--- config.mk ---
export PLATFORM = sky130hd
export DESIGN_NAME = tree_sum_accumulator
export DESIGN_NICKNAME = d
export VERILOG_FILES = /design/src/rtl/tree_sum_accumulator.sv
export SDC_FILE = /design/constraint.sdc
export NUM_CORES = 1
export LEC_CHECK = 0
export BUFFER_PORTS_ARGS = -buffer_cell sky130_fd_sc_hd__buf_2
export CORE_ASPECT_RATIO = 0.5
export CORE_UTILIZATION = 60
export CTS_CLUSTER_SIZE = 20
export DETAILED_ROUTE_END_ITERATION = 8
export PLACE_DENSITY = 0.89
export SLEW_MARGIN = 20
export SYNTH_ARGS = -nofsm -noshare
export SYNTH_HDL_FRONTEND = slang
export SYNTH_SLANG_ARGS = --single-unit
export TNS_END_PERCENT = 10
--- constraint.sdc ---
create_clock -name clk -period 7.86 [get_ports clk]
set_input_delay 1.965 -clock clk [delete_from_list [all_inputs] [get_ports clk]]
set_output_delay 1.965 -clock clk [all_outputs]
set_load 0.005 [all_outputs]
--- src/rtl/tree_sum_accumulator.sv ---
// tree_sum_accumulator: accumulates cfg_len signed tree sums per group into a 2-deep result FIFO
module tree_sum_accumulator #(
  parameter int WIDTH = 13,
  parameter int ACC_WIDTH = 24,
  parameter int LEN_MAX = 256,
  parameter int SAT = 1,
  localparam int LW = $clog2(LEN_MAX + 1)
) (
  input  logic                 clk,
  input  logic                 rst,
  input  logic [LW-1:0]        cfg_len,
  input  logic                 in_valid,
  output logic                 in_ready,
  input  logic [WIDTH-1:0]     in_sum,
  output logic                 out_valid,
  input  logic                 out_ready,
  output logic [ACC_WIDTH-1:0] out_sum,
  output logic                 out_ovf,
  output logic                 busy
);
  typedef enum logic {IDLE, ACCUM} state_t;
  state_t state;
  logic [LW-1:0] cnt, len_q, eff_len;
  logic [ACC_WIDTH-1:0] acc, res;
  logic [ACC_WIDTH:0] nxt;
  logic [ACC_WIDTH:0] mem [2];
  logic ovf, ovf_now, accept, last, push, pop, rd_ptr, wr_ptr;
  logic [1:0] count;
  assign in_ready = !rst && count != 2'd2;
  assign accept = in_valid && in_ready;
  assign eff_len = cfg_len == '0 ? LW'(1) : cfg_len;
  // one guard bit above the accumulator exposes signed overflow
  assign nxt = (state == IDLE ? '0 : {acc[ACC_WIDTH-1], acc})
             + {{(ACC_WIDTH + 1 - WIDTH){in_sum[WIDTH-1]}}, in_sum};
  assign ovf_now = nxt[ACC_WIDTH] != nxt[ACC_WIDTH-1];
  assign res = (SAT != 0 && ovf_now) ? {nxt[ACC_WIDTH], {(ACC_WIDTH - 1){!nxt[ACC_WIDTH]}}}
                                     : nxt[ACC_WIDTH-1:0];
  assign last = state == IDLE ? eff_len == LW'(1) : cnt == len_q - 1'b1;
  assign push = accept && last;
  assign pop = out_valid && out_ready;
  assign out_valid = count != 2'd0;
  assign out_sum = mem[rd_ptr][ACC_WIDTH-1:0];
  assign out_ovf = mem[rd_ptr][ACC_WIDTH];
  assign busy = state == ACCUM;
  always_ff @(posedge clk or posedge rst) begin
    if (rst) begin
      state <= IDLE;
      cnt <= '0;
      acc <= '0;
      len_q <= '0;
      ovf <= 1'b0;
      rd_ptr <= 1'b0;
      wr_ptr <= 1'b0;
      count <= 2'd0;
      mem[0] <= '0;
      mem[1] <= '0;
    end else begin
      if (accept) begin
        if (state == IDLE) len_q <= eff_len;
        if (last) begin
          state <= IDLE;
          cnt <= '0;
          ovf <= 1'b0;
        end else begin
          state <= ACCUM;
          acc <= res;
          cnt <= cnt + 1'b1;
          ovf <= ovf | ovf_now;
        end
      end
      if (push) begin
        mem[wr_ptr] <= {ovf | ovf_now, res};
        wr_ptr <= !wr_ptr;
      end
      if (pop) rd_ptr <= !rd_ptr;
      count <= count + {1'b0, push} - {1'b0, pop};
    end
  end
endmodule

Word-level counts from Yosys, hierarchy flattened
Cells that the tools add are included.
- word-level logic and storage cells: 53
- latch bits: 0
- memory bits (read-only): 0
- memories kept: 0
- bits in registers: 98
- RAM bits: 0
- muxes and demuxes: 13
- multipliers: 0
- $add $sub $neg: 5
- divide/modulo/power cells: 0
- bitwise gates (word level): 5
- order comparisons: 3
- reduce and logical (&&, ||, !) cells: 13
- equality and inequality tests: 4
- shift operators: 0
- operators by type and width (cell ; number):
    $mux W25 ; 5
    $bwmux W50 ; 1
    $add A25 B25 Y25 ; 1
    $demux W25 S1 ; 1
    $mux W24 ; 1
    $mux W9 ; 2
    $add A9 B1 Y9 const B ; 1
    $eq A9 B1 Y1 const B ; 1
    $eq A9 B9 Y1 ; 1
    $logic_not A9 Y1 ; 1
    $sub A9 B1 Y9 const B ; 1
    $logic_and A1 B1 Y1 ; 5
    $ge A2 B2 Y1 const B ; 2
    $logic_not A1 Y1 ; 4
    $not A1 Y2 ; 2
    $reduce_and A2 Y1 ; 2
    $mux W1 ; 3
    $add A2 B1 Y2 ; 1
    $lt A2 B1 Y1 const B ; 1
    $ne A2 B2 Y1 const B ; 1
    $not A1 Y1 ; 2
    $reduce_bool A2 Y1 ; 1
    $sub A2 B1 Y2 ; 1
    $ne A1 B1 Y1 ; 1
    $or A1 B1 Y1 ; 1

Depth between registers and ports, before layout
- depth after elaboration: 7
- depth in mapped cells: 16
- mapped depth without buffers: 12

Worst setup path before layout
No wires, ideal clock.
- path kind: input-to-reg
- from: input port in_sum[0]
- to: register acc[10]
- arrival: 4.313 ns
- data required time: 7.735 ns
- path slack: 3.422 ns
- stages: 13
- path through: ha_1 inv_1 fa_1 nand2b_1 a21oi_1 o2111ai_1 a211o_1 o21ai_2 or3_1 buf_6 buf_6 o211ai_2 mux2_2
- longest elaborated chain between the ends: 3
- RTL lines (item ; line ; RTL):
    start, declared ; 14 ; input logic [WIDTH-1:0] in_sum,
    $add A25 B25 Y25 * ; 34 ; + {{(ACC_WIDTH + 1 - WIDTH){in_sum[WIDTH-1]}}, in_sum};
    $ne A1 B1 Y1 / $logic_not A1 Y1 (equally long branches) ; 35, 36 ;
    $mux W24 * ; 36 ; assign res = (SAT != 0 && ovf_now) ? {nxt[ACC_WIDTH], {(ACC_WIDTH - 1){!nxt[ACC_WIDTH]}}}
    end signal, assigned ; 66 ; acc <= res;
    end, declared ; 24 ; logic [ACC_WIDTH-1:0] acc, res;
Mark *: on every way between the ends. The rest lies on a longest branch, timed or not.
A chain may end at the register's enable or synchronous reset.

Worst setup path in the final report
- from: input port in_sum[0]
- to: register mem[1] in the netlist's numbering
- longest elaborated chain between the ends: 4
- RTL lines (item ; line ; RTL):
    $add A25 B25 Y25 * ; 34 ;
    $ne A1 B1 Y1 / $logic_not A1 Y1 (equally long branches) ; 35, 36 ;
    $mux W24 * ; 36 ;
    $bwmux W50 * ; 72 ; mem[wr_ptr] <= {ovf | ovf_now, res};
    end signal, assigned by index ; 72 ;
    end, declared ; 26 ; logic [ACC_WIDTH:0] mem [2];
Marks and branches as above.

==> metrics.md <==
| Metric | Value |
|---|---|
| Status | `complete, no violations` |
| Worst skew pair latency | `~0.35 ns` |
| I/O pins | `54` |
| DP Worst Slack | `about 2.3 ns` |
| Leak | `between 3 and 4 nW` |
| Core ar. | `9790 µm²` |
| Clk sinks | `98` |
| Final worst slack | `3.00 ns` |
| Area fraction of the dominant cell type after synthesis | `around two fifths` |
| Number of routed nets with antenna violations | `0` |
| Diode count | `0` |
| CTS tree | `yes` |
| Clock Tree Buf Depth | `2` |
| Top cell type by total area after synthesis | `dfrtp_1` |
| #FFs+latches synth | `98` |
| Pwr/cell area | `402 nW/µm²` |
| GP Congestion | `around 0.93` |
| Unrepaired setup endpoints after global routing | `no` |
| Max incr delay on CP | `0.39 ns` |
| Setup Fix Bufs, Post-CTS | `0` |
| WL/cell | `17.4 µm` |
| Arr. time, crit path | `5.15 ns` |
| Clock transition at the registers of the reported paths | `0.07 ns` |
| CP max-delay cell | `fa_1` |
| CP Launch Type | `primary input` |
| Syn Nets | `~660` |
| WHS Path Cells | `2` |
| Crit path cell chain | `buf_2 -> ha_1 -> inv_1 -> fa_1 -> nand2b_1 -> a21oi_1 -> o2111ai_1 -> a211o_1 -> o21ai_2 -> nand3_1 -> buf_4 -> a31oi_1 -> mux2_2` |
| Data required, critical path | `8.15 ns` |
| Post-DP HPWL | `a little over 9 mm` |
| Worst-margin pin slew | `between 0.9 and 1 ns` |
| CP endpoint kind | `flop` |
| First-pass GRT wire length | `about 23 mm` |
| Grt ovf | `0` |
| Routed vias/inst | `between 6 and 7` |
| Largest fanout on the critical path | `17` |
| Final period util | `around 62%` |
| Initial DRT Pass Iterations | `4` |
| # DRC | `0` |
| Most common cell after layout, fill and taps aside | `dfrtp_1` |
| Die ar. | `10900 µm²` |
| Vias | `about 4800` |
| Post-synthesis cell area | `between 6000 and 7000 µm²` |
| CTS root buffer | `clkbuf_16` |
| Final nets | `~700` |
| Register area share after synthesis | `39.1%` |
| Area growth, synth to finish | `8.91%` |
| Top post-synthesis cells by area | `dfrtp_1, mux2_2, ha_1` |
| All-Layer GR Usage | `27.4%` |
| Max Cap Viol | `0` |
| Final slew viol count | `0` |
| Asr flop ratio synth | `100%` |
| Starting Density | `roughly 64%` |
| Synth warn | `0` |
| Hold Buf Count CTS | `0` |
| Row Count | `25` |
| Crit Path Class | `primary input to flop` |
| Chip Height | `74.3 µm` |
| Worst hold-check path type | `flop to flop` |
| Rel. slew slack | `37.9%` |
| Die width | `between 100 and 150 µm` |
| DP Cell Count | `770` |
| Share of layout cells above drive strength 1 | `29.5%` |
| Vias in the first global route | `4817` |
| Power Total | `roughly 2.7 mW` |
| Final hold vios | `0` |
| Port bufs | `between 50 and 60` |
| Routed Wire Length | `13.7 mm` |
| Layout Cells excl Fill | `around 790` |
| Min Tclk post-route | `roughly 4.9 ns` |
| Final setup viols | `0` |
| Post-Synthesis Cells | `609` |
| Max H-tree Level | `3` |
| R2r worst-path depth | `13` |
| Most frequent cells in the layout | `dfrtp_1, mux2_2, buf_2` |
| Post-Syn Area per Cell | `10.3 µm²` |
| Post-synth EDFFs | `0` |
| Unique masters post-synth | `around 60` |
| Final core occ | `69.8%` |
| Skew final | `~0.0053 ns` |
| Inserted Clock Buffers | `9` |
| Initial DRC count | `about 320` |
| Post_cts resized | `0` |
| Initial antenna violation count | `0` |
| Highest ir drop seen on vdd | `approximately 0.17 mV` |
| Fmax | `just over 0.2 GHz` |
| Fin Setup TNS | `0 ns` |
| Dominant synthesized flop cell | `dfrtp_1` |
| Largest net degree at the start of global routing | `55` |
synthesized netlist by cell type (all sizes together), types with 18 or more instances:
| cell | count |
|---|---|
| dfrtp | 98 |
| buf | 18 |
| nand2 | 49 |
| nor2 | 31 |
| o211ai | 22 |
| and2 | 29 |
| o21ai | 32 |
| mux2 | 86 |
| xnor2 | 23 |
| a21oi | 37 |
| ha | 28 |
power by group:
part	leakage [nW]	internal (mW)	total, mW	switching (mW)
Clock	0.129	0.215	0.410	0.195
Combinational	1.82	0.691	1.55	0.860
Sequential	1.25	0.660	0.787	0.127
path summary, 6_finish.rpt:
kind / end / slack (ns) / start
max: mem[1] / 3.00 / in_sum[0]
min in group asynchronous: rd_ptr / 1.67 / rst
max reg2reg: mem[1] / 3.49 / busy
max in group asynchronous: mem[40] / 5.10 / rst
min reg2reg: acc[19] / 0.49 / acc[19]
min: acc[19] / 0.49 / acc[19]
routing by layer:
layer	GRT usage, %	part of all wire, %
met5	0	0
met4	9.14	1.5
met2	47.0	47
met1	35.5	47
met3	5.77	4.9
state kept, by name, summed over array words and instances, names as in the netlist:
register	cells
count	2
acc	24
busy	1
rd_ptr	1
mem	50
ovf	1
len_q	9
wr_ptr	1
cnt	9
critical path: cells and delay by family:
family                     cells  cell delay, ns
buffers and inverters          3            0.52
AOI/OAI and AO/OA              5            1.31
muxes                          1            0.22
adders and majority gates      2            0.58
and+or+nand+nor                2            0.53
cells by family (layout without fill, tap and decap cells):
family,count (synthesis),in the layout,share of synthesized area [%]
AOI/OAI and AO/OA,144,144,16.4
xor gates and xnor gates,38,38,5.30
adders and majority gates,29,29,5.90
DFF,98,98,39.1
muxes,89,89,15.9
buffers and inverters,48,90,4.13
and+or+nand+nor,163,163,13.3
layout make-up:
class,instances,area (µm²)
clock inverter,6,42.5
fill,709,2960
clock buffer,10,229
sequential,98,2450
timing repair buffer,59,310
multi-input combinational,463,3570
tap,135,169
inverter,15,58.8
stage by stage:
step	hold slack [ns]	cell area, µm²
after global routing	0.518	6840
after floorplan	0.442	6280
final	0.493	6840
after CTS	0.493	6830
after global placement	0.461	6560
after detailed placement	0.478	6560
(Power assumes the default switching activity.)
